===== src/rtl/rv_pkg.sv =====
// Shared RV32M definitions: operation encodings (funct3), muldiv FSM states and default width.
package rv_pkg;

  localparam int unsigned DEFAULT_XLEN = 32;

  typedef enum logic [2:0] {
    OP_MUL    = 3'd0,
    OP_MULH   = 3'd1,
    OP_MULHSU = 3'd2,
    OP_MULHU  = 3'd3,
    OP_DIV    = 3'd4,
    OP_DIVU   = 3'd5,
    OP_REM    = 3'd6,
    OP_REMU   = 3'd7
  } muldiv_op_e;

  typedef enum logic [1:0] {
    IDLE,
    CALC,
    FIX
  } muldiv_state_e;

endpackage


===== src/rtl/rv32m_muldiv.sv =====
// Iterative RV32M multiply/divide: shift-add multiply and restoring divide on magnitudes,
// one bit per cycle, sign fix-up in a final cycle. Divide-by-zero and signed overflow take a fast path.
module rv32m_muldiv
  import rv_pkg::*;
#(
  parameter int unsigned XLEN = DEFAULT_XLEN
) (
  input  logic            clk,
  input  logic            rst_n,
  input  logic            start,
  input  logic            kill,
  input  logic [2:0]      funct3,
  input  logic [XLEN-1:0] op_a,
  input  logic [XLEN-1:0] op_b,
  input  logic [4:0]      rd_in,
  output logic            busy,
  output logic            done,
  output logic [XLEN-1:0] result,
  output logic [4:0]      rd_out
);

  localparam int unsigned CW = $clog2(XLEN) + 1;

  muldiv_state_e     state;
  muldiv_op_e        op;
  logic [2*XLEN-1:0] acc;
  logic [XLEN-1:0]   opb;
  logic [CW-1:0]     cnt;
  logic              sa, sb, fast;
  logic [4:0]        rd_lat;

  assign busy = (state != IDLE);

  // Operand decode at acceptance
  muldiv_op_e      op_in;
  logic            a_signed, b_signed, sa_in, sb_in, div_zero, div_ovf;
  logic [XLEN-1:0] a_mag, b_mag, fast_val;

  always_comb begin
    op_in    = muldiv_op_e'(funct3);
    a_signed = (op_in inside {OP_MUL, OP_MULH, OP_MULHSU, OP_DIV, OP_REM});
    b_signed = (op_in inside {OP_MUL, OP_MULH, OP_DIV, OP_REM});
    sa_in    = a_signed & op_a[XLEN-1];
    sb_in    = b_signed & op_b[XLEN-1];
    a_mag    = sa_in ? (~op_a + 1'b1) : op_a;
    b_mag    = sb_in ? (~op_b + 1'b1) : op_b;
    div_zero = funct3[2] && (op_b == '0);
    div_ovf  = (op_in inside {OP_DIV, OP_REM}) && (op_a == {1'b1, {(XLEN-1){1'b0}}}) && (op_b == '1);
    fast_val = '0;
    if (div_zero)     fast_val = funct3[1] ? op_a : '1;
    else if (div_ovf) fast_val = funct3[1] ? '0 : op_a;
  end

  // One iteration of each algorithm
  logic [XLEN:0]     mul_sum, rem_sh, div_diff;
  logic [2*XLEN-1:0] mul_next, div_next;

  always_comb begin
    mul_sum  = {1'b0, acc[2*XLEN-1:XLEN]} + (acc[0] ? {1'b0, opb} : '0);
    mul_next = {mul_sum, acc[XLEN-1:1]};
    // Partial remainder shifted left with the next dividend bit; a borrow means restore
    rem_sh   = acc[2*XLEN-1:XLEN-1];
    div_diff = rem_sh - {1'b0, opb};
    div_next = div_diff[XLEN] ? {rem_sh[XLEN-1:0], acc[XLEN-2:0], 1'b0}
                              : {div_diff[XLEN-1:0], acc[XLEN-2:0], 1'b1};
  end

  // Sign fix-up and result selection
  logic [2*XLEN-1:0] prod_fix;
  logic [XLEN-1:0]   quo_fix, rem_fix, fix_val;

  always_comb begin
    prod_fix = (sa ^ sb) ? (~acc + 1'b1) : acc;
    quo_fix  = (sa ^ sb) ? (~acc[XLEN-1:0] + 1'b1) : acc[XLEN-1:0];
    rem_fix  = sa ? (~acc[2*XLEN-1:XLEN] + 1'b1) : acc[2*XLEN-1:XLEN];
    fix_val  = '0;
    if (fast) fix_val = acc[XLEN-1:0];
    else begin
      case (op)
        OP_MUL:                      fix_val = prod_fix[XLEN-1:0];
        OP_MULH, OP_MULHSU, OP_MULHU: fix_val = prod_fix[2*XLEN-1:XLEN];
        OP_DIV, OP_DIVU:             fix_val = quo_fix;
        default:                     fix_val = rem_fix;
      endcase
    end
  end

  always_ff @(posedge clk or negedge rst_n) begin
    if (!rst_n) begin
      state  <= IDLE;
      op     <= OP_MUL;
      acc    <= '0;
      opb    <= '0;
      cnt    <= '0;
      sa     <= 1'b0;
      sb     <= 1'b0;
      fast   <= 1'b0;
      rd_lat <= '0;
      done   <= 1'b0;
      result <= '0;
      rd_out <= '0;
    end else begin
      done <= 1'b0;
      case (state)
        IDLE: begin
          if (start && !kill) begin
            op     <= op_in;
            rd_lat <= rd_in;
            cnt    <= '0;
            fast   <= div_zero | div_ovf;
            if (div_zero | div_ovf) begin
              sa    <= 1'b0;
              sb    <= 1'b0;
              acc   <= {{XLEN{1'b0}}, fast_val};
              opb   <= '0;
              state <= FIX;
            end else begin
              sa    <= sa_in;
              sb    <= sb_in;
              acc   <= {{XLEN{1'b0}}, a_mag};
              opb   <= b_mag;
              state <= CALC;
            end
          end
        end
        CALC: begin
          if (kill) state <= IDLE;
          else begin
            acc <= op[2] ? div_next : mul_next;
            cnt <= cnt + 1'b1;
            if (cnt == CW'(XLEN - 1)) state <= FIX;
          end
        end
        FIX: begin
          if (kill) state <= IDLE;
          else begin
            result <= fix_val;
            rd_out <= rd_lat;
            done   <= 1'b1;
            state  <= IDLE;
          end
        end
        default: state <= IDLE;
      endcase
    end
  end

endmodule

===== config.mk =====
export PLATFORM = sky130hd
export DESIGN_NAME = rv32m_muldiv
export DESIGN_NICKNAME = d
export VERILOG_FILES = /design/src/rtl/rv_pkg.sv /design/src/rtl/rv32m_muldiv.sv
export SDC_FILE = /design/constraint.sdc
export NUM_CORES = 1
export LEC_CHECK = 0
export ABC_CLOCK_PERIOD_IN_PS = 6360
export BUFFER_PORTS_ARGS = -buffer_cell sky130_fd_sc_hd__buf_2
export CORE_AREA = 2 2 161 163
export DETAILED_ROUTE_END_ITERATION = 10
export DIE_AREA = 0 0 163 165
export PLACE_DENSITY = 0.79
export SYNTH_ARGS = -nofsm -noshare
export SYNTH_HDL_FRONTEND = slang
export SYNTH_SLANG_ARGS = --single-unit

===== constraint.sdc =====
create_clock -name clk -period 6.36 [get_ports clk]
set_clock_uncertainty 0.1 [all_clocks]
set_input_delay 0.954 -clock clk [delete_from_list [all_inputs] [get_ports clk]]
set_output_delay 0.954 -clock clk [all_outputs]
set_load 0.02 [all_outputs]

==> results of run 1 <==
tightest hold or removal path: stages (launching register included):
cell and delay, ps:
dfrtp_1 340, nand2_1 50, nand2_1 50
power breakdown:
| group | switching [W] | internal [W] | total, W | leakage (nW) |
|---|---|---|---|---|
| clock network | 0.000498 | 0.000610 | 0.00111 | 0.306 |
| registers | 0.000712 | 0.00132 | 0.00204 | 1.90 |
| logic | 0.00306 | 0.00196 | 0.00502 | 4.92 |
per-stage QoR:
stage                     cell area [µm²]  utilization [%]  total power (W)
after global routing                16200             64.5          0.00870
after floorplan                     14900                -          0.00550
after detailed placement            15500             62.1          0.00688
after CTS                           16200             64.5          0.00800
final                               16200             64.5          0.00816
after global placement              15500             62.1          0.00680
final cells by class:
type | instances | area [µm²]
Sequential cell | 153 | 3830
Timing Repair Buffer | 136 | 742
Clock inverter | 14 | 179
Clock buffer | 18 | 439
Tap cell | 330 | 413
Multi-Input combinational cell | 1635 | 10300
Fill cell | 2253 | 8880
Inverter | 68 | 255
metal layers:
layer  up-vias  track usage [%]  wire, µm
met5         -                0         0
met4         0             13.0      1710
met3       138             7.51      5770
met2       970             56.7     21900
met1      7419             54.4     21800
li1       7266                -         -
cells in the final DEF (no fill, tap or decap), drive strengths merged, types with 13 or more instances in the layout:
| master | n |
|---|---|
| buf | 136 |
| a211oi | 23 |
| nor4 | 19 |
| or4 | 14 |
| a221o | 14 |
| or3 | 21 |
| a21o | 33 |
| xor2 | 67 |
| a221oi | 13 |
| inv | 76 |
| o41ai | 15 |
| o21ai | 202 |
| o221ai | 13 |
| a21oi | 191 |
| nand2b | 27 |
| nor2 | 177 |
| clkbuf | 18 |
| nand2 | 244 |
| a22oi | 15 |
| mux2i | 44 |
| a31oi | 20 |
| xnor2 | 86 |
| nand3 | 46 |
| o22ai | 13 |
| nor2b | 14 |
| ha | 70 |
| nand4 | 20 |
| o31ai | 35 |
| nor3 | 64 |
| dfrtp | 153 |
worst max-delay path by stage:
stage,start,end,slack [ps]
finish,acc[0],acc[60],2190
global route,acc[0],acc[60],1920
CTS,acc[0],acc[60],2300
detailed placement,op_b[12],acc[24],2200
global placement,op_b[12],acc[24],2210
floorplan,acc[0],acc[61],3100
state kept, by name, summed over array words and instances, names as in the netlist, 2 cells and up:
name    flops
acc        64
cnt         6
op          3
opb        32
rd_lat      5
rd_out      5
result     32
state       2
cells by family after synthesis:
family | count (synthesis) | synth area share [%]
flops | 153 | 25.7
simple gates | 690 | 22.2
fa+ha+maj | 72 | 6.15
buf+inv | 203 | 5.31
compound gates | 669 | 28.1
mux | 51 | 3.49
xor+xnor | 153 | 9.00
==> metrics.txt, run 1 <==
CTS Hold Buffers Added 0; worst hold endpoint rd_out[0]; # diodes 0; YS warnings 0; worst-case clock buffer depth 2; pre-CTS WS 2200 ps; final setup vio count 0; pin count of the biggest net entering global routing 88; starting DRC count in detailed routing 2203; setup ws final 2190 ps; antenna violations before repair 0; worst reg2reg setup slack 2190 ps; startpoint types flop; Via density 6.71; Layout area overhead 8.57%; die height 165 µm; total CTS buffers 17; post-route ant nets 0; critical setup path kind flop to flop; post-route setup TNS 0 ps; Routed WL 51200 µm; die width 163 µm; Synth Flop Type dfrtp_1; Final Max Slew Viols 0; CP max stage cell dfrtp_1; vias in the first global route 14500; initial core utilization 59.4%; Lkg Pwr 7.13 nW; Port Buffer Count 114; via count 15800; period utilization 65.6%; Fmax 240 MHz; row count 58; placed cells 2322; Max FO, Critical Path 31; Async SR Flop Fraction 100%; WP depth 14; clock slew at reported path FFs 70 ps; Seq cells post-synth 153; clk_lat worst skew 440 ps; grt ovf 0; PostCTS Resize Cnt 0; Avg Inst Size Synth 7.47 µm²; worst endpoint required time 6570 ps; Min-Delay Startpoint rd_lat[0]; htree depth 4; Worst Path Arrival 4390 ps; RR Endpoint acc[60]; synth unique cells 83; DRC 1; power density cells 505 nW/µm²; failing checks design-rule violations; slew margin rel. 20.1%; Hold WC Path Type flop to flop; r2r startpoint acc[0]; CP max stage delay 520 ps; Final Hold Fails 0; HPWL after DPL 37600 µm; slew of the pin with the lowest slew margin 1190 ps; Placer Congestion 0.996; Layout Nets 2159; EDFF count, synth 0; critical path endpoint category flop; share of cells above drive strength 1 10.6%; clock tree root driver cell clkbuf_16; first-pass GRT wire length 80000 µm; worst vdd rail ir drop 0.270 mV; Top delay family on crit path compound AO/OA/AOI/OAI gates; register area share after synthesis 25.7%; TritonCTS clock tree done; most common cell in the netlist nand2_1; mapped cell area 14900 µm²; share of the synthesized area in the top cell type 25.7%; cell taking the most area after synthesis dfrtp_1; Mapped Nets 2139; Core Region 25000 µm²; DR pass1 iterations 11; top post-synthesis cells by count nand2_1, o21ai_0, a21oi_1; setup bufs post-CTS 0; GR Util All Layers 37.9%; clock period minus worst slack 4170 ps; WHS 368 ps; unrepaired setup endpoints after global routing false; DIE AREA 26900 µm²; post-DR wirelength/cell 21.7 µm; max cap viols 0; WP buf/inv 2; CTS Sinks 153; crit-path cells inv_1 > buf_4 > nor2_1 > ha_1 > o21ai_0 > o21ai_0 > a21oi_1 > o21bai_1 > a221oi_1 > o21a_1 > o41ai_1 > xor2_1 > nor2_1 > o41ai_1; hold depth 2; worst reg-to-reg path cell count 14; Area contributors post-synth dfrtp_1, o21ai_0, a21oi_1; I/O pins 115; outcome finished, violations left; cells after synthesis 1991; Non-Filler Instances 2354
Power figures use the tool's default switching activity.
==> run 2: changes to the inputs <==
ABC_CLOCK_PERIOD_IN_PS = 3500   (was 6360)
CORE_AREA = 2 2 167 169   (was 2 2 161 163)
DIE_AREA = 0 0 169 171   (was 0 0 163 165)
PLACE_DENSITY = 0.77   (was 0.79)
clock period = 3.5 ns   (was 6.36 ns; I/O delays follow)
==> run 2 against run 1 <==
- the flow now finishes without violations
- sequential power increased by 54%
- maximum frequency increased by 21%
- combinational power increased by 120%
- sequential cell count unchanged
- register-to-register slack got worse by 2100 ps
- utilization decreased by 1.3 points
- critical path depth increased by 1
- final cell count increased by 5.9%
- wire length increased by 8.4%
- cell area increased by 6.9%
- critical path type unchanged
- worst setup slack got worse by 2100 ps
==> metrics.txt, run 2 (synthesis results as in run 1) <==
pin count of the biggest net entering global routing 80; # diodes 0; max reg flops 64; DRC 0; r2r startpoint acc[31]; first-pass GRT wire length 85500 µm; worst-case clock buffer depth 2; initial core utilization 54.5%; Lkg Pwr 7.75 nW; RR Endpoint acc[34]; row count 61; power density cells 939 nW/µm²; grt ovf 0; Placer Congestion 1.00; via count 16600; vias in the first global route 15300; final instance area 17300 µm²; worst reg2reg setup slack 50 ps; clock tree root driver cell clkbuf_16; starting DRC count in detailed routing 2084; pre-CTS WS -117 ps; final setup vio count 0; worst endpoint required time 3710 ps; slew margin rel. 39.5%; Final Max Slew Viols 0; CP max stage cell dfrtp_1; GR Util All Layers 37.7%; DIE AREA 28900 µm²; Hold WC Path Type input port to asynchronous set/reset pin; slew of the pin with the lowest slew margin 904 ps; startpoint types flop; die height 171 µm; setup ws final 51.6 ps; Core Region 27300 µm²; CTS Sinks 153; Worst Path Arrival 3660 ps; post-route ant nets 0; met3 Use GR 7.45%; Final Hold Fails 0; clock slew at reported path FFs 70 ps; critical setup path kind flop to flop; commonest non-fill, non-tap cell in the layout nand2_1; period utilization 98.5%; total CTS buffers 17; HPWL after DPL 41700 µm; clk_lat worst skew 440 ps; Top reg by flops acc; largest registers acc (64), opb (32), result (32); antenna violations before repair 0; Routed WL 55400 µm; DR pass1 iterations 5; GRT busiest layer met2; htree depth 4; Fmax 290 MHz; Layout area overhead 16.1%; placed cells 2455; Non-Filler Instances 2494; GR Util met2 56.0%; post-DR wirelength/cell 22.2 µm; worst reg-to-reg path cell count 15; critical path endpoint category flop; Critical Path Most Common Cell a21oi_2; worst vdd rail ir drop 0.533 mV; max cap viols 0; Port Buffer Count 114; unrepaired setup endpoints after global routing true; CTS Hold Buffers Added 0; outcome finished, final reports clean; Max FO, Critical Path 13; commonest non-fill, non-tap cells in the layout nand2_1, o21ai_0, a21oi_1; die width 169 µm; clock period minus worst slack 3450 ps; CP max stage delay 380 ps; TritonCTS clock tree done; crit-path cells inv_1 > ha_2 > fa_2 > nand2b_4 > a21o_1 > a21oi_2 > o31ai_4 > a21oi_2 > a31oi_4 > xnor2_4 > buf_4 > clkbuf_16 > nand3_1 > o21ai_0 > a221o_1; I/O pins 115; met1 Use GR 54.0%; dpl cell area 16500 µm²; Final Power 0.0162 W; Layout Nets 2283; Via density 6.64; Top delay family on crit path compound AO/OA/AOI/OAI gates; WP buf/inv 3; share of cells above drive strength 1 16.8%
run 2: repair_timing:
item	4_1_cts	5_1_grt
buffers inserted	0	6
pin swaps	1	7
endpoints found under the hold margin	0	0
endpoints found under the setup margin	14	35
gates cloned	0	1
resized for setup	5	32
run 2: power by group:
part | total [W] | internal [W] | switching [W]
Combinational | 0.0112 | 0.00443 | 0.00674
Sequential | 0.00314 | 0.00242 | 0.000722
Clock | 0.00191 | 0.00101 | 0.000893
run 2: cell type report:
| type | count | area (µm²) |
|---|---|---|
| Clock buffer | 18 | 429 |
| Multi-Input combinational cell | 1635 | 10400 |
| Timing Repair Buffer | 260 | 1740 |
| Inverter | 68 | 258 |
| Fill cell | 2484 | 10100 |
| Sequential cell | 153 | 3830 |
| Tap cell | 346 | 433 |
| Clock inverter | 14 | 156 |
run 2: per-stage QoR:
step	TNS [ps]	utilization [%]	hold WS [ps]
finish	0	63.2	4.03
global route	-177	63.2	63.0
CTS	0	62.5	48.5
detailed placement	-463	60.3	357
global placement	-15.7	60.3	350
floorplan	0	-	129
run 2: per-layer routing:
metal	wire length [µm]	up-vias
met2	23500	1016
met3	6180	148
met1	23700	7887
li1	-	7518
met5	0	-
met4	2050	0
run 2: worst max path at each step:
stage / start / to / slack [ps] / cells past startpoint
after global placement: acc[32] / acc[0] / -20 / 13
after CTS: acc[0] / acc[60] / 1 / 14
after floorplan: acc[0] / acc[61] / 240 / 14
after global routing: acc[0] / acc[61] / -80 / 15
after detailed placement: acc[32] / acc[0] / -120 / 13
final: acc[31] / acc[34] / 50 / 15
